File: src/rtl/mips_pkg.sv
// mips_pkg -- shared definitions for the MIPS fetch stage.
//   WORD_W        : instruction / address width
//   PC_INC        : byte increment between sequential fetches
//   fetch_state_e : fetch controller states (ST_HALT exists only when
//                   FETCH_MISALIGN_TRAP_EN is defined)
//   iq_entry_t    : one instruction-queue entry {pc, word}
//   word_align    : clears the byte offset of an address
package mips_pkg;

  localparam int WORD_W = 32;
  localparam logic [WORD_W-1:0] PC_INC = 32'd4;

  typedef enum logic [1:0] {
    ST_FETCH = 2'd0,
    ST_DRAIN = 2'd1
`ifdef FETCH_MISALIGN_TRAP_EN
    ,
    ST_HALT  = 2'd2
`endif
  } fetch_state_e;

  typedef struct packed {
    logic [WORD_W-1:0] pc;
    logic [WORD_W-1:0] word;
  } iq_entry_t;

  function automatic logic [WORD_W-1:0] word_align(input logic [WORD_W-1:0] addr);
    return {addr[WORD_W-1:2], 2'b00};
  endfunction

endpackage

File: src/rtl/fetch_queue.sv
// fetch_queue -- parameterised synchronous FIFO used by the fetch stage,
// both as the instruction queue ({pc, word}) and as the PC FIFO of
// outstanding memory requests (pc only).
// Ports:
//   clk, rst_n : clock, synchronous active-low reset (control only)
//   flush_i    : empties the FIFO; dominates push and pop
//   push_i     : write data_i at the tail
//   data_i     : entry to write
//   pop_i      : drop the head entry
//   data_o     : head entry (valid when !empty_o)
//   occ_o      : number of stored entries
//   full_o     : occ_o == DEPTH
//   empty_o    : occ_o == 0
module fetch_queue #(
  parameter  int DATA_W = 32,
  parameter  int DEPTH  = 2,
  localparam int CNT_W  = $clog2(DEPTH + 1)
) (
  input  logic              clk,
  input  logic              rst_n,
  input  logic              flush_i,
  input  logic              push_i,
  input  logic [DATA_W-1:0] data_i,
  input  logic              pop_i,
  output logic [DATA_W-1:0] data_o,
  output logic [CNT_W-1:0]  occ_o,
  output logic              full_o,
  output logic              empty_o
);

  localparam int PTR_W = $clog2(DEPTH);
  localparam logic [PTR_W-1:0] LAST_PTR = PTR_W'(DEPTH - 1);

  logic [DATA_W-1:0] mem_q [DEPTH];
  logic [PTR_W-1:0]  rd_ptr_q, rd_ptr_d;
  logic [PTR_W-1:0]  wr_ptr_q, wr_ptr_d;
  logic [CNT_W-1:0]  cnt_q, cnt_d;
  logic              do_push, do_pop;

  // DEPTH need not be a power of two, so pointers wrap explicitly.
  function automatic logic [PTR_W-1:0] ptr_inc(input logic [PTR_W-1:0] p);
    return (p == LAST_PTR) ? '0 : p + PTR_W'(1);
  endfunction

  assign empty_o = (cnt_q == '0);
  assign full_o  = (cnt_q == CNT_W'(DEPTH));
  assign occ_o   = cnt_q;
  assign data_o  = mem_q[rd_ptr_q];

  // A push into a full FIFO is only accepted when the head leaves in the
  // same cycle, so occupancy stays unchanged.
  assign do_pop  = pop_i && !empty_o;
  assign do_push = push_i && (!full_o || do_pop);

  always_comb begin
    rd_ptr_d = rd_ptr_q;
    wr_ptr_d = wr_ptr_q;
    cnt_d    = cnt_q;
    if (flush_i) begin
      rd_ptr_d = '0;
      wr_ptr_d = '0;
      cnt_d    = '0;
    end else begin
      if (do_push) wr_ptr_d = ptr_inc(wr_ptr_q);
      if (do_pop)  rd_ptr_d = ptr_inc(rd_ptr_q);
      case ({do_push, do_pop})
        2'b10:   cnt_d = cnt_q + CNT_W'(1);
        2'b01:   cnt_d = cnt_q - CNT_W'(1);
        default: cnt_d = cnt_q;
      endcase
    end
  end

  always_ff @(posedge clk) begin
    if (!rst_n) begin
      rd_ptr_q <= '0;
      wr_ptr_q <= '0;
      cnt_q    <= '0;
    end else begin
      rd_ptr_q <= rd_ptr_d;
      wr_ptr_q <= wr_ptr_d;
      cnt_q    <= cnt_d;
    end
  end

  // Storage carries no reset; validity is tracked by cnt_q alone.
  always_ff @(posedge clk) begin
    if (do_push && !flush_i) mem_q[wr_ptr_q] <= data_i;
  end

endmodule

File: src/rtl/instruction_fetch.sv
// instruction_fetch -- fetch stage of the 32-bit MIPS pipeline.
// Owns the PC, issues word reads to instruction memory under a credit
// scheme that guarantees queue space for every response, buffers returned
// words in an in-order queue and hands them to decode with their PC.
// Redirects from execute flush the queue and discard in-flight responses.
//
// Build option: FETCH_MISALIGN_TRAP_EN -- when defined, a redirect to a
// non word-aligned PC sets the sticky misalign_err and halts fetch until
// reset; when undefined, redirect_pc[1:0] is ignored and misalign_err is 0.
//
// Parameters:
//   RESET_PC    : first PC fetched after reset
//   QUEUE_DEPTH : queue entries and max outstanding requests (2..8)
// Ports:
//   clk, rst_n                  : clock, synchronous active-low reset
//   imem_req_valid/ready, imem_addr : memory read request (addr == PC)
//   imem_rsp_valid, imem_rsp_data   : in-order read responses
//   redirect_valid, redirect_pc     : one-cycle PC change from execute
//   inst_valid/ready, instruction, inst_pc : instruction to decode
//   misalign_err                : sticky misaligned-redirect flag
module instruction_fetch
  import mips_pkg::*;
#(
  parameter logic [31:0] RESET_PC    = 32'h0000_0000,
  parameter int          QUEUE_DEPTH = 2
) (
  input  logic        clk,
  input  logic        rst_n,
  output logic        imem_req_valid,
  input  logic        imem_req_ready,
  output logic [31:0] imem_addr,
  input  logic        imem_rsp_valid,
  input  logic [31:0] imem_rsp_data,
  input  logic        redirect_valid,
  input  logic [31:0] redirect_pc,
  output logic        inst_valid,
  input  logic        inst_ready,
  output logic [31:0] instruction,
  output logic [31:0] inst_pc,
  output logic        misalign_err
);

  localparam int CNT_W = $clog2(QUEUE_DEPTH + 1);
  localparam int IQ_W  = $bits(iq_entry_t);

  fetch_state_e        state_q, state_d;
  logic [WORD_W-1:0]   pc_q, pc_d;
  logic [CNT_W-1:0]    drop_cnt_q, drop_cnt_d;

  logic                iq_push, iq_pop, iq_full, iq_empty;
  iq_entry_t           iq_din, iq_head;
  logic [IQ_W-1:0]     iq_dout;
  logic [CNT_W-1:0]    iq_occ;

  logic                pf_push, pf_pop, pf_full, pf_empty;
  logic [WORD_W-1:0]   pf_dout;
  logic [CNT_W-1:0]    pf_occ;

  logic                redirect_eff;
  logic [WORD_W-1:0]   redir_target;
  logic                credit_ok;
  logic                req_fire;
  int                  drop_new;

`ifdef FETCH_MISALIGN_TRAP_EN
  logic                misalign_q, misalign_d;
  logic                redir_misaligned;

  // Once halted, further redirects are ignored until reset.
  assign redirect_eff     = redirect_valid && (state_q != ST_HALT);
  assign redir_target     = redirect_pc;
  assign redir_misaligned = (redirect_pc[1:0] != 2'b00);
  assign misalign_err     = misalign_q;
`else
  assign redirect_eff     = redirect_valid;
  assign redir_target     = word_align(redirect_pc);
  assign misalign_err     = 1'b0;
`endif

  // Full flags are implied by the credit rule; they are not needed here.
  logic unused_flags;
  assign unused_flags = &{1'b0, iq_full, pf_full, pf_empty};

  // ---- request side --------------------------------------------------------
  // Outstanding requests and queued words together never exceed the queue
  // depth. A pop in the same cycle frees a slot, which is what lets a
  // 1-cycle memory sustain one instruction per cycle with depth 2.
  assign iq_pop = inst_valid && inst_ready;

  always_comb begin
    credit_ok = (int'(pf_occ) + int'(iq_occ) - int'(iq_pop)) < QUEUE_DEPTH;
  end

  // rst_n gates the request so nothing is issued while reset is held.
  assign imem_req_valid = rst_n && (state_q == ST_FETCH) && !redirect_eff && credit_ok;
  assign imem_addr      = pc_q;
  assign req_fire       = imem_req_valid && imem_req_ready;

  // PC of every accepted request, consumed as its response returns.
  assign pf_push = req_fire;
  assign pf_pop  = imem_rsp_valid && (state_q == ST_FETCH);

  fetch_queue #(
    .DATA_W (WORD_W),
    .DEPTH  (QUEUE_DEPTH)
  ) u_pc_fifo (
    .clk     (clk),
    .rst_n   (rst_n),
    .flush_i (redirect_eff),
    .push_i  (pf_push),
    .data_i  (pc_q),
    .pop_i   (pf_pop),
    .data_o  (pf_dout),
    .occ_o   (pf_occ),
    .full_o  (pf_full),
    .empty_o (pf_empty)
  );

  // ---- response / queue side -----------------------------------------------
  // Responses arriving with a redirect belong to the old path and are dropped.
  assign iq_push     = imem_rsp_valid && (state_q == ST_FETCH) && !redirect_eff;
  assign iq_din.pc   = pf_dout;
  assign iq_din.word = imem_rsp_data;

  fetch_queue #(
    .DATA_W (IQ_W),
    .DEPTH  (QUEUE_DEPTH)
  ) u_inst_queue (
    .clk     (clk),
    .rst_n   (rst_n),
    .flush_i (redirect_eff),
    .push_i  (iq_push),
    .data_i  (iq_din),
    .pop_i   (iq_pop),
    .data_o  (iq_dout),
    .occ_o   (iq_occ),
    .full_o  (iq_full),
    .empty_o (iq_empty)
  );

  // Head entry is shown only while valid so idle outputs read as zero.
  assign iq_head     = iq_entry_t'(iq_dout);
  assign inst_valid  = !iq_empty;
  assign instruction = inst_valid ? iq_head.word : '0;
  assign inst_pc     = inst_valid ? iq_head.pc   : '0;

  // ---- control FSM ---------------------------------------------------------
  // Everything still in flight at a redirect (requests of the current path
  // plus any not-yet-drained older ones) must be discarded, except a
  // response that lands in the redirect cycle itself.
  always_comb begin
    drop_new = int'(pf_occ) + int'(drop_cnt_q) - int'(imem_rsp_valid);
  end

  always_comb begin
    state_d    = state_q;
    pc_d       = pc_q;
    drop_cnt_d = drop_cnt_q;
`ifdef FETCH_MISALIGN_TRAP_EN
    misalign_d = misalign_q;
`endif
    if (redirect_eff) begin
      pc_d       = redir_target;
      drop_cnt_d = CNT_W'(drop_new);
      state_d    = (drop_new != 0) ? ST_DRAIN : ST_FETCH;
`ifdef FETCH_MISALIGN_TRAP_EN
      // HALT never pushes, so leftover responses need no counting.
      if (redir_misaligned) begin
        misalign_d = 1'b1;
        drop_cnt_d = '0;
        state_d    = ST_HALT;
      end
`endif
    end else begin
      case (state_q)
        ST_FETCH: begin
          if (req_fire) pc_d = pc_q + PC_INC;
        end
        ST_DRAIN: begin
          if (imem_rsp_valid) begin
            drop_cnt_d = drop_cnt_q - CNT_W'(1);
            if (drop_cnt_q == CNT_W'(1)) state_d = ST_FETCH;
          end
        end
`ifdef FETCH_MISALIGN_TRAP_EN
        ST_HALT: begin
          state_d = ST_HALT;
        end
`endif
        default: state_d = ST_FETCH;
      endcase
    end
  end

  always_ff @(posedge clk) begin
    if (!rst_n) begin
      state_q    <= ST_FETCH;
      pc_q       <= RESET_PC;
      drop_cnt_q <= '0;
`ifdef FETCH_MISALIGN_TRAP_EN
      misalign_q <= 1'b0;
`endif
    end else begin
      state_q    <= state_d;
      pc_q       <= pc_d;
      drop_cnt_q <= drop_cnt_d;
`ifdef FETCH_MISALIGN_TRAP_EN
      misalign_q <= misalign_d;
`endif
    end
  end

endmodule

File: config.mk
export PLATFORM = sky130hd
export DESIGN_NAME = instruction_fetch
export DESIGN_NICKNAME = d
export VERILOG_FILES = /design/src/rtl/mips_pkg.sv /design/src/rtl/fetch_queue.sv /design/src/rtl/instruction_fetch.sv
export SDC_FILE = /design/constraint.sdc
export NUM_CORES = 1
export LEC_CHECK = 0
export ABC_CLOCK_PERIOD_IN_PS = 7180
export CELL_PAD_IN_SITES_DETAIL_PLACEMENT = 0
export CELL_PAD_IN_SITES_GLOBAL_PLACEMENT = 2
export CORE_MARGIN = 10
export CORE_UTILIZATION = 33
export CTS_CLUSTER_SIZE = 12
export DETAILED_ROUTE_END_ITERATION = 8
export GPL_ROUTABILITY_DRIVEN = 0
export HOLD_SLACK_MARGIN = 0.1
export PLACE_DENSITY = 0.79
export SLEW_MARGIN = 15
export SYNTH_ARGS = -nofsm -noshare
export SYNTH_HDL_FRONTEND = slang
export SYNTH_HIERARCHICAL = 1
export SYNTH_SLANG_ARGS = --single-unit
File: constraint.sdc
create_clock -name clk -period 7.18 [get_ports clk]
set_input_delay 1.436 -clock clk [delete_from_list [all_inputs] [get_ports clk]]
set_output_delay 1.436 -clock clk [all_outputs]
set_load 0.02 [all_outputs]
* Yosys cells after proc, flatten, opt, wreduce, memory -nomap -nowiden
Memory sizes are Yosys's and may differ from the RTL's. A register that Yosys moved wholly into a read port is not among the register bits.
Cells that the tools add are included.
** Storage, ports and cells
- Flip-flop bits (word level) :: 44
- Latch bits :: 0
- Bits in writable memories :: 192
- Bits in read-only memories :: 0
- Output and inout port bits :: 99
- Logic and storage cells :: 101
- Memories kept :: 2
** Cells by class
- Add/subtract/negate cells :: 14
- Multiply operators :: 0
- Divide/modulo/power cells :: 0
- Order comparisons :: 1
- Equal/unequal tests :: 11
- Shift operators :: 0
- Mux-type cells :: 27
- Bitwise operators :: 1
- Reductions and logical operators :: 35
** Memories
- u_inst_queue.mem_q :: depth 2, bits a word 64, read ports 1, clocked after Yosys merged registers in 1, write ports 1, RTL line fetch_queue.sv:34 : logic [DATA_W-1:0] mem_q [DEPTH];
- u_pc_fifo.mem_q :: depth 2, bits a word 32, read ports 1, clocked after Yosys merged registers in 1, write ports 1, RTL line fetch_queue.sv:34
** Operator list (count)
- 32-bit 2-to-1 mux :: 5
- 32-bit by 3-bit adder with 32-bit output, second input constant :: 1
- 32-bit nonzero test :: 1
- 1-bit logical AND :: 13
- 1-bit 2-to-1 mux :: 13
- 2-bit 2-to-1 mux :: 6
- 2-bit one-hot mux with 2 select lines :: 3
- 2-bit nonzero test :: 6
- 2-bit by 1-bit equality test with 1-bit output, second input constant :: 4
- 2-bit equality test, second input constant :: 4
- 3-bit by 1-bit subtractor with 4-bit output :: 2
- 2-bit by 2-bit adder with 3-bit output :: 2
- 2-bit zero test :: 3
- 3-bit inequality test, second input constant :: 2
- 2-bit AND reduction :: 3
- 2-bit by 1-bit subtractor with 2-bit output, second input constant :: 3
- 1-bit zero test :: 5
- 1-bit adder, second input constant :: 4
- 2-bit by 1-bit adder with 2-bit output, second input constant :: 2
- 4-bit by 3-bit less-than comparator with 1-bit output, second input constant :: 1
- 3-bit AND reduction :: 1
- 1-bit logical OR :: 2
- 2-bit inequality test, second input constant :: 1
- 2-bit OR reduction :: 1
- 1-bit NOT :: 1

* Depth between registers and ports, before layout
Gate-level depths: netlist of the first run.
- Depth in word-level cells :: 11
- Depth in mapped cells :: 15
- Gate-level depth less buffers :: 12

* Hierarchy
The synthesis of the first run kept the hierarchy.
** By module, submodules not included
- fetch_queue (u_inst_queue) :: instances 1, cells each 230, area each 4894.7 µm²
- instruction_fetch :: instances 1, cells each 355, area each 2626.3 µm²
- fetch_queue (u_pc_fifo) :: instances 1, cells each 131, area each 2576.2 µm²

* Worst setup path after synthesis of the first run
OpenSTA, ideal clock, no wires.
- Path kind :: in2reg
- Start :: input redirect_valid
- End :: memory u_inst_queue/mem_q[0][0] (netlist name) (enable)
- Setup time :: 0.565 ns
- Arrival time :: 6.869 ns
- Data required time :: 6.615 ns
- Slack :: -0.254 ns
- Cell stages on the path :: 7
- Cells stage by stage :: clkbuf_1 -> inv_1 -> clkbuf_1 -> clkbuf_1 -> and2_1 -> o21ai_2 -> nor3_1
** On the way
- Longest elaborated chain between the ends :: 6
** Ends and longest elaborated chain
- start, declared :: RTL line instruction_fetch.sv:34 : input logic redirect_valid,
- 1-bit zero test :: RTL line instruction_fetch.sv:121 : assign iq_push = imem_rsp_valid && (state_q == ST_FETCH) && !redirect_eff;
- 1-bit logical AND :: RTL line instruction_fetch.sv:121
- net iq_push :: RTL line instruction_fetch.sv:50 : logic iq_push, iq_pop, iq_full, iq_empty;
- 1-bit logical AND :: RTL line fetch_queue.sv:53 : assign do_push = push_i && (!full_o || do_pop);
- 1-bit logical AND :: RTL line fetch_queue.sv:88 : if (do_push && !flush_i) mem_q[wr_ptr_q] <= data_i;
- 1-bit 2-to-1 mux :: RTL line fetch_queue.sv:88
- 1-bit 2-to-1 mux (not written as such) :: RTL line fetch_queue.sv:88
- end, declared :: RTL line fetch_queue.sv:34
The timed path passes the listed nets, and every way through them passes these cells.

* Final worst setup path of the first run
- Start :: input inst_ready
- End :: output imem_req_valid
** On the way
- Longest elaborated chain between the ends :: 4
** Ends and longest elaborated chain
- start, declared :: RTL line instruction_fetch.sv:37 : input logic inst_ready,
- 1-bit logical AND :: RTL line instruction_fetch.sv:88 : assign iq_pop = inst_valid && inst_ready;
- net iq_pop :: RTL line instruction_fetch.sv:50
- 3-bit by 1-bit subtractor with 4-bit output :: RTL line instruction_fetch.sv:91 : credit_ok = (int'(pf_occ) + int'(iq_occ) - int'(iq_pop)) < QUEUE_DEPTH;
- 4-bit by 3-bit less-than comparator with 1-bit output :: RTL line instruction_fetch.sv:91
- 1-bit logical AND :: RTL line instruction_fetch.sv:95 : assign imem_req_valid = rst_n && (state_q == ST_FETCH) && !redirect_eff && credit_ok;
- end, declared :: RTL line instruction_fetch.sv:29 : output logic imem_req_valid,
The timed path passes the listed nets, and every way through them passes these cells.

==> metrics, run 1 <==
CP top delay family=buffers and inverters; CTS hold repair buffers=0; CORE AREA=0.0299 mm^2; via/cell ratio=roughly 4.8; RSZ-0062 raised after global routing=false; Std-Cell Rows=63; DRC errors left=0; die area=between 0.03 and 0.04 mm^2; H-tree depth=1; # placed instances=between 1000 and 1500; Final WS setup=1300 ps; Area growth syn-to-layout=28.3%; met1 capacity usage during global routing=approximately 16%; max-slew violations=0; Place WS=1290 ps; Req. time, crit path=between 5000 and 6000 ps; Synth Instances=between 700 and 800; Finished Core Util=43.3%; Initial Util=around 34%; die width=between 150 and 200 um; via count=roughly 6200; vias in the first global route=6331; final instance area=0.0129 mm^2; crit path buf inv count=2; antenna cells=0; final period utilization=81.8%; Antenna Nets Post-Route=0; post-route clock skew=between 15 and 20 ps; CP startpoint kind=input port; P_leak=roughly 4.1 nW; fin cells=1296; GRT overflow=0; critical-path cell list=clkdlybuf4s50_1, nor2b_1, ha_1, nand2b_1, fa_1, xor2_1, a32o_1, and3_1, clkdlybuf4s50_1; port bufs=between 150 and 200; Worst Tran Pin Value=roughly 1000 ps; largest net degree at the start of global routing=66; worst hold margin=between 500 and 600 ps; postcts setup bufs=0; CTS resizes=0; CTS Buf Count=26; Nets=~970; Top-Level Pins=approximately 170; first-pass GRT wire length=about 37000 um; layer with the highest usage=met2; Wirelength per Cell=~18 um; critical path's most frequent cell=clkdlybuf4s50_1; syn_area_per_cell=around 14 um^2; PwrDens=around 230 mW/mm^2; placed cell areas=0.0121 mm^2; YS warnings=6; Fin. Hold Viols=0; Final Setup Violations=0; Max-slew headroom=between 30 and 40%; Clock Path Buffers=3; antenna violations before repair=0; fmax=0.170 GHz; post-DP HPWL=roughly 15000 um; crit path max fanout=6; Final Critical Period=around 6000 ps; Hold Crit Class=reg2reg; GR Util met3=between 3 and 4%; detailed router's first-iteration violation count=271; worst skew pair latency=roughly 520 ps; synthesized cell area=approximately 0.010 mm^2; worst ir drop on vdd=about 0.15 mV; Pwr Total=2.98 mW; Tot GR Track Use=around an eighth; CTS root buffer=clkbuf_16; critical path arrival=around 4400 ps; CP peak stage delay=around 620 ps; CP max stage cell=clkdlybuf4s50_1; Crit. End Element=output port; outcome=completed; grt met2 use=approximately a fifth; DR pass1 iterations=4; total negative slack=0 ps; share of post-route cells with drive strength above 1=~18%; Total Wirelength=around 24000 um; CTS tree=done; clk slew on worst S/H paths=60 ps; Clock Sinks=between 200 and 250; Crit Path Class=in2out; max cap viols=0; Vert. Die Dim=around 200 um
[per-layer routing]
| layer | wire [um] | up-vias |
|---|---|---|
| met4 | 337 | 0 |
| li1 | - | 3017 |
| met3 | 1570 | 29 |
| met2 | 10900 | 166 |
| met1 | 11100 | 3005 |
| met5 | 0 | - |
[path summary, 6_finish.rpt]
path | startpoint | endpoint | slack [ps] | cells after the start
worst max-delay path | inst_ready | imem_req_valid | 1300 | 9
worst min-delay path | u_pc_fifo/rd_ptr_q | register | 510 | 2
worst max register to register | u_inst_queue/occ_o[1] | u_pc_fifo/mem_q[0][30] | 3430 | 12
worst min register to register | u_pc_fifo/rd_ptr_q | register | 510 | 2
[final cells by class]
class	instances	area, um^2
Fill cell	2749	16900
Sequential cell	235	6630
Multi-Input combinational cell	427	3200
Timing Repair Buffer	175	1720
Clock buffer	42	752
Tap cell	390	488
Inverter	21	78.8
Clock inverter	6	66.3
[where the power goes]
part | leakage, nW | switching [mW] | internal, mW
clock network | 0.397 | 0.501 | 0.752
logic | 1.63 | 0.0988 | 0.0977
registers | 2.08 | 0.0298 | 1.50
total | 4.10 | 0.630 | 2.35
[layout by cell type (no fill, tap or decap), types with 3 or more instances in the layout]
master           count
a21oi_1             20
xor2_1               6
o31ai_1              4
nor3_1              10
edfxtp_1           192
o311ai_0             5
mux2_2              95
nor4_1               4
or3_1                9
nand4_1              7
a31oi_1             18
buf_4               12
nor3_2               4
conb_1               7
nand2b_1             5
mux2i_1              3
clkbuf_1            13
clkinv_4             3
o21a_1               4
nand3_1             16
o211ai_1            10
inv_1               20
dfxtp_1             42
o21ai_0              8
ha_1                 9
clkdlybuf4s50_1    163
clkbuf_16           27
nand2_1             48
nor2b_1             68
nor2_1              14
o21bai_1             3
a211oi_1             3
or4_1                7
and3_1               3
o41ai_1              3
[flip-flops by register name (all words and copies together) (netlist names), named ones only]
signal                 flops
drop_cnt_q                 2
imem_addr                 30
state_q                    1
u_inst_queue/mem_q       128
u_inst_queue/occ_o         2
u_inst_queue/rd_ptr_q      1
u_inst_queue/wr_ptr_q      1
u_pc_fifo/mem_q           64
u_pc_fifo/occ_o            2
u_pc_fifo/rd_ptr_q         1
u_pc_fifo/wr_ptr_q         1
[worst min-delay path, delay by kind of cell (launching register included)]
| kind | cells | cell delay (ps) |
|---|---|---|
| AND/OR/NAND/NOR | 1 | 70 |
| XOR/XNOR | 1 | 80 |
| flip-flops | 1 | 320 |
Power figures use the tool's default switching activity.
==> inputs of run 2 (changes only) <==
ABC_CLOCK_PERIOD_IN_PS = 6150   (was 7180)
CORE_UTILIZATION = 37   (was 33)
PLACE_DENSITY = 0.84   (was 0.79)
clock period = 6.15 ns   (was 7.18 ns; I/O delays follow)
==> metrics, run 2 (synthesized netlist as in run 1, its figures left out) <==
Final Critical Period=5230 ps; critical path's most frequent cell=clkdlybuf4s50_1; CTS root buffer=clkbuf_16; Area growth syn-to-layout=27.7%; Initial Util=37.5% (+3.8 points); Crit Reg-Reg Endpoint=imem_addr[22]; critical path arrival=4000 ps (-440 ps); commonest non-fill, non-tap cell in the layout=edfxtp_1; die area=0.0343 mm^2 (-9.7%); Hold Crit Class=reg2reg; origin of the critical flop-to-flop path=u_inst_queue/occ_o[1]; Antenna Nets Post-Route=0 (unchanged); # placed instances=1199 (-3.9%); max-slew violations=0 (unchanged); detailed router's first-iteration violation count=315 (+16%); post-route clock skew=13.7 ps (-4.14 ps); CTS tree=done; P_leak=4.11 nW (about the same); CORE AREA=0.0269 mm^2 (-10%); H-tree depth=1 (unchanged); worst ir drop on vdd=0.158 mV (+5.7%); outcome=completed; GRT overflow=0 (unchanged); share of post-route cells with drive strength above 1=18.1% (-0.051 points); CP peak stage delay=610 ps (about the same); RSZ-0062 raised after global routing=false; fmax=0.191 GHz; Total Wirelength=23100 um (-3.3%); Crit. End Element=output port; Worst Tran Pin Value=956 ps (-35.6 ps); via count=6271 (+0.87%); Std-Cell Rows=60 (-4.8%); Fin. Hold Viols=0 (unchanged); via/cell ratio=5.04 (+5.1%); post-DP HPWL=14900 um (-3.5%); max reg flops=128 (unchanged); worst skew pair latency=520 ps (about the same); postcts setup bufs=0 (unchanged); Clock Path Buffers=3 (unchanged); CP startpoint kind=input port; CP max stage cell=clkdlybuf4s50_1; Finished Core Util=47.9% (+4.6 points); Crit Path Class=in2out; CP top delay family=buffers and inverters; largest net degree at the start of global routing=66 (unchanged); Wirelength per Cell=18.6 um (+0.74%); antenna cells=0 (unchanged); max cap viols=0 (unchanged); vias in the first global route=6383 (+0.82%); Vert. Die Dim=185 um (-5.0%); DR pass1 iterations=5 (+1); worst hold start=u_pc_fifo/rd_ptr_q; die width=185 um (-5.0%); first-pass GRT wire length=35700 um (-4.4%); CTS hold repair buffers=0 (unchanged); Top-Level Pins=169 (unchanged); Tot GR Track Use=13.1% (+1.0 points); worst hold margin=509 ps (+1.41 ps); CTS resizes=0 (unchanged); final period utilization=85.0%; CTS Buf Count=25 (-3.8%); crit path buf inv count=3 (+1); antenna violations before repair=0 (unchanged); critical-path cell list=clkdlybuf4s50_1, nor2b_1, buf_4, ha_1, nand2b_1, fa_1, xor2_1, a32o_1, and3_1, clkdlybuf4s50_1; PwrDens=269 mW/mm^2 (+17%); Max-slew headroom=36.3% (+2.4 points); Nets=966 (-0.10%); clk slew on worst S/H paths=60 ps (about the same); Largest Register=u_inst_queue/mem_q; fin cells=1244 (-4.0%); R2R cell count=11 (-1); hold depth=2 (unchanged); Final Setup Violations=0 (unchanged); Req. time, crit path=4920 ps (-820 ps); most frequent cells in the layout=edfxtp_1 (192), clkdlybuf4s50_1 (163), mux2_2 (95); Pwr Total=3.47 mW (+16%); crit path max fanout=6 (unchanged); port bufs=163 (unchanged); DRC errors left=0 (unchanged); Clock Sinks=235 (unchanged); R2R setup slack=2720 ps (-710 ps)
[run 2: cell count changes in the layout (fill, tap and decap cells not counted), sizes merged]
cell / change
clkbuf: -4
bufinv: +1
clkinv: -1
inv: +1
[run 2: how the worst max path moves through the flow]
stage | startpoint | endpoint | cells after the start
after floorplan | redirect_valid | u_inst_queue/mem_q[0][0] | 7
after CTS | inst_ready | imem_req_valid | 10
after global placement | inst_ready | imem_req_valid | 10
after global routing | inst_ready | imem_req_valid | 10
final | inst_ready | imem_req_valid | 10
after detailed placement | inst_ready | imem_req_valid | 10
[run 2: report_power, final]
group	switching, mW	internal [mW]
Clock	0.576	0.881
Sequential	0.0345	1.75
Combinational	0.114	0.114
Total	0.725	2.74
[run 2: metrics by stage]
step | TNS, ps | cell area (um^2) | worst slack [ps]
2_1_floorplan | -137970 | 10100 | -1080
3_3_place_gp | 0 | 12100 | 927
3_5_place_dp | 0 | 12100 | 914
4_1_cts | 0 | 12900 | 889
5_1_grt | 0 | 12900 | 729
6_report | 0 | 12900 | 924
[run 2: layout make-up]
class	instances	area [um^2]
clock buffers	38	714
clock inverters	7	86.3
fillers	2344	14000
repair buffers	175	1720
flip-flops and latches	235	6630
inverters	21	78.8
multi-input cells	427	3220
well taps	341	427
[run 2: worst min-delay path, cell delays in order (launching register included)]
cell	delay [ps]
dfxtp_1	320
xor2_1	80
nor2_1	70
[run 2: layer usage]
metal | track usage (%) | share of wire, %
met1 | 17.3 | 46
met2 | 21.4 | 46
met3 | 2.94 | 6.3
met4 | 3.25 | 1.4
met5 | 0 | 0
==> inputs of run 3 (changes only) <==
ABC_CLOCK_PERIOD_IN_PS = 4700   (was 6150)
CORE_UTILIZATION = 33   (was 37)
PLACE_DENSITY = 0.79   (was 0.84)
clock period = 4.7 ns   (was 6.15 ns; I/O delays follow)
==> metrics, run 3 (synthesized netlist as in run 1, its figures left out) <==
outcome=completed; CORE AREA=0.0299 mm^2 (+11%); met1 capacity usage during global routing=15.8% (-1.5 points); CTS resizes=0 (unchanged); P_leak=4.23 nW (+3.0%); die area=0.0380 mm^2 (+11%); Crit. End Element=output port; detailed router's first-iteration violation count=256 (-19%); post-DP HPWL=16700 um (+12%); antenna violations before repair=0 (unchanged); DR pass1 iterations=4 (-1); CTS Buf Count=27 (+8.0%); Clock Path Buffers=3 (unchanged); Hold Crit Class=reg2reg; port bufs=163 (unchanged); commonest non-fill, non-tap cell in the layout=edfxtp_1; critical path arrival=3610 ps (-390 ps); Fin. Hold Viols=0 (unchanged); CP startpoint kind=input port; DRC errors left=0 (unchanged); final period utilization=a little over nine tenths; Pwr Total=4.84 mW (+40%); sequential power share=48.2% (-3.2 points); fmax=around 0.22 GHz; Int Pwr=3.85 mW (+40%); most frequent cells in the layout=edfxtp_1 (192), clkdlybuf4s50_1 (162), mux2_2 (95); via count=6334 (+1.0%); Vert. Die Dim=195 um (+5.3%); Clock power frac=45.4% (+3.4 points); Final Setup Violations=0 (unchanged); # placed instances=1254 (+4.6%); Antenna Nets Post-Route=0 (unchanged); Max-slew headroom=32.5% (-3.8 points); CTS hold repair buffers=0 (unchanged); Comb pwr share=6.4% (-0.2 points); CTS root buffer=clkbuf_16; Switch Pwr=0.993 mW (+37%); Wirelength per Cell=19.2 um (+3.3%); first-pass GRT wire length=38700 um (+8.2%); via/cell ratio=4.86 (-3.6%); GR Util met3=2.68% (-0.25 points); GRT overflow=0 (unchanged); total negative slack=0 ps (unchanged); Area growth syn-to-layout=31.0%; antenna cells=0 (unchanged); Req. time, crit path=3760 ps (-1160 ps); vias in the first global route=6542 (+2.5%); grt met2 use=22.2% (+0.81 points); placed cell areas=0.0123 mm^2 (+1.6%); CTS tree=done; Crit Path Class=in2out; crit path max fanout=4 (-2); worst ir drop on vdd=0.233 mV (+47%); max-slew violations=0 (unchanged); Initial Util=33.8% (-3.8 points); Switching Fraction=20.5% (-0.39 points); clk slew on worst S/H paths=60 ps (about the same); max reg flops=128 (unchanged); Total Wirelength=25000 um (+8.2%); Clock Sinks=235 (unchanged); PwrDens=366 mW/mm^2 (+36%); share of post-route cells with drive strength above 1=19.6% (+1.6 points); Std-Cell Rows=63 (+5.0%); largest net degree at the start of global routing=66 (unchanged); final instance area=0.0132 mm^2 (+2.6%); Nets=974 (+0.83%); postcts setup bufs=0 (unchanged); worst hold margin=503 ps (-5.33 ps); post-route clock skew=15.1 ps (+1.38 ps); Tot GR Track Use=12.7% (-0.40 points); Worst Tran Pin Value=1010 ps (+57.1 ps); die width=195 um (+5.3%); Largest Register=u_inst_queue/mem_q; Final Critical Period=between 4000 and 5000 ps; RSZ-0062 raised after global routing=false; worst skew pair latency=520 ps (about the same); layer with the highest usage=met2; Top-Level Pins=169 (unchanged); H-tree depth=1 (unchanged); max cap viols=0 (unchanged); fin cells=1303 (+4.7%)
-- run 3: metrics by stage --
step           util [%]  setup slack [ps]
2_1_floorplan         -              -279
3_3_place_gp       41.1               167
3_5_place_dp       41.1               161
4_1_cts            44.2               150
5_1_grt            44.2              15.6
6_report           44.2               146
-- run 3: worst max-delay path, stage by stage --
cell	delay [ps]
clkdlybuf4s50_1	470
nor2b_1	180
ha_1	260
nand2b_1	160
fa_1	380
xor2_1	200
a32o_1	230
and3_1	180
clkdlybuf4s50_1	610
-- run 3: routing by layer --
metal | vias up | wire length [um]
met2 | 162 | 12400
li1 | 3043 | -
met3 | 26 | 1370
met5 | - | 0
met4 | 0 | 351
met1 | 3103 | 10900
-- run 3: power groups by stage --
stage	Clock [mW]	Combinational [mW]	Sequential [mW]
global route	2.36	0.340	2.34
detailed placement	0	0.315	2.38
global placement	0	0.312	2.38
CTS	2.26	0.317	2.33
finish	2.20	0.310	2.33
floorplan	0	0.133	2.38
-- run 3: area by class of cell --
cell class,instances,area [um^2]
multi-input cells,427,3230
repair buffers,181,1840
flip-flops and latches,235,6630
clock inverters,10,180
inverters,21,78.8
fillers,2711,16700
clock buffers,39,771
well taps,390,488
-- run 3: final timing paths --
kind,start,depth (start not counted),end,slack [ps]
hold reg to reg,u_inst_queue/rd_ptr_q,2,register,500
setup reg to reg,u_inst_queue/occ_o[1],12,u_pc_fifo/mem_q[1][8],1440
hold / removal,u_inst_queue/rd_ptr_q,2,register,500
setup / recovery,inst_ready,9,imem_req_valid,150
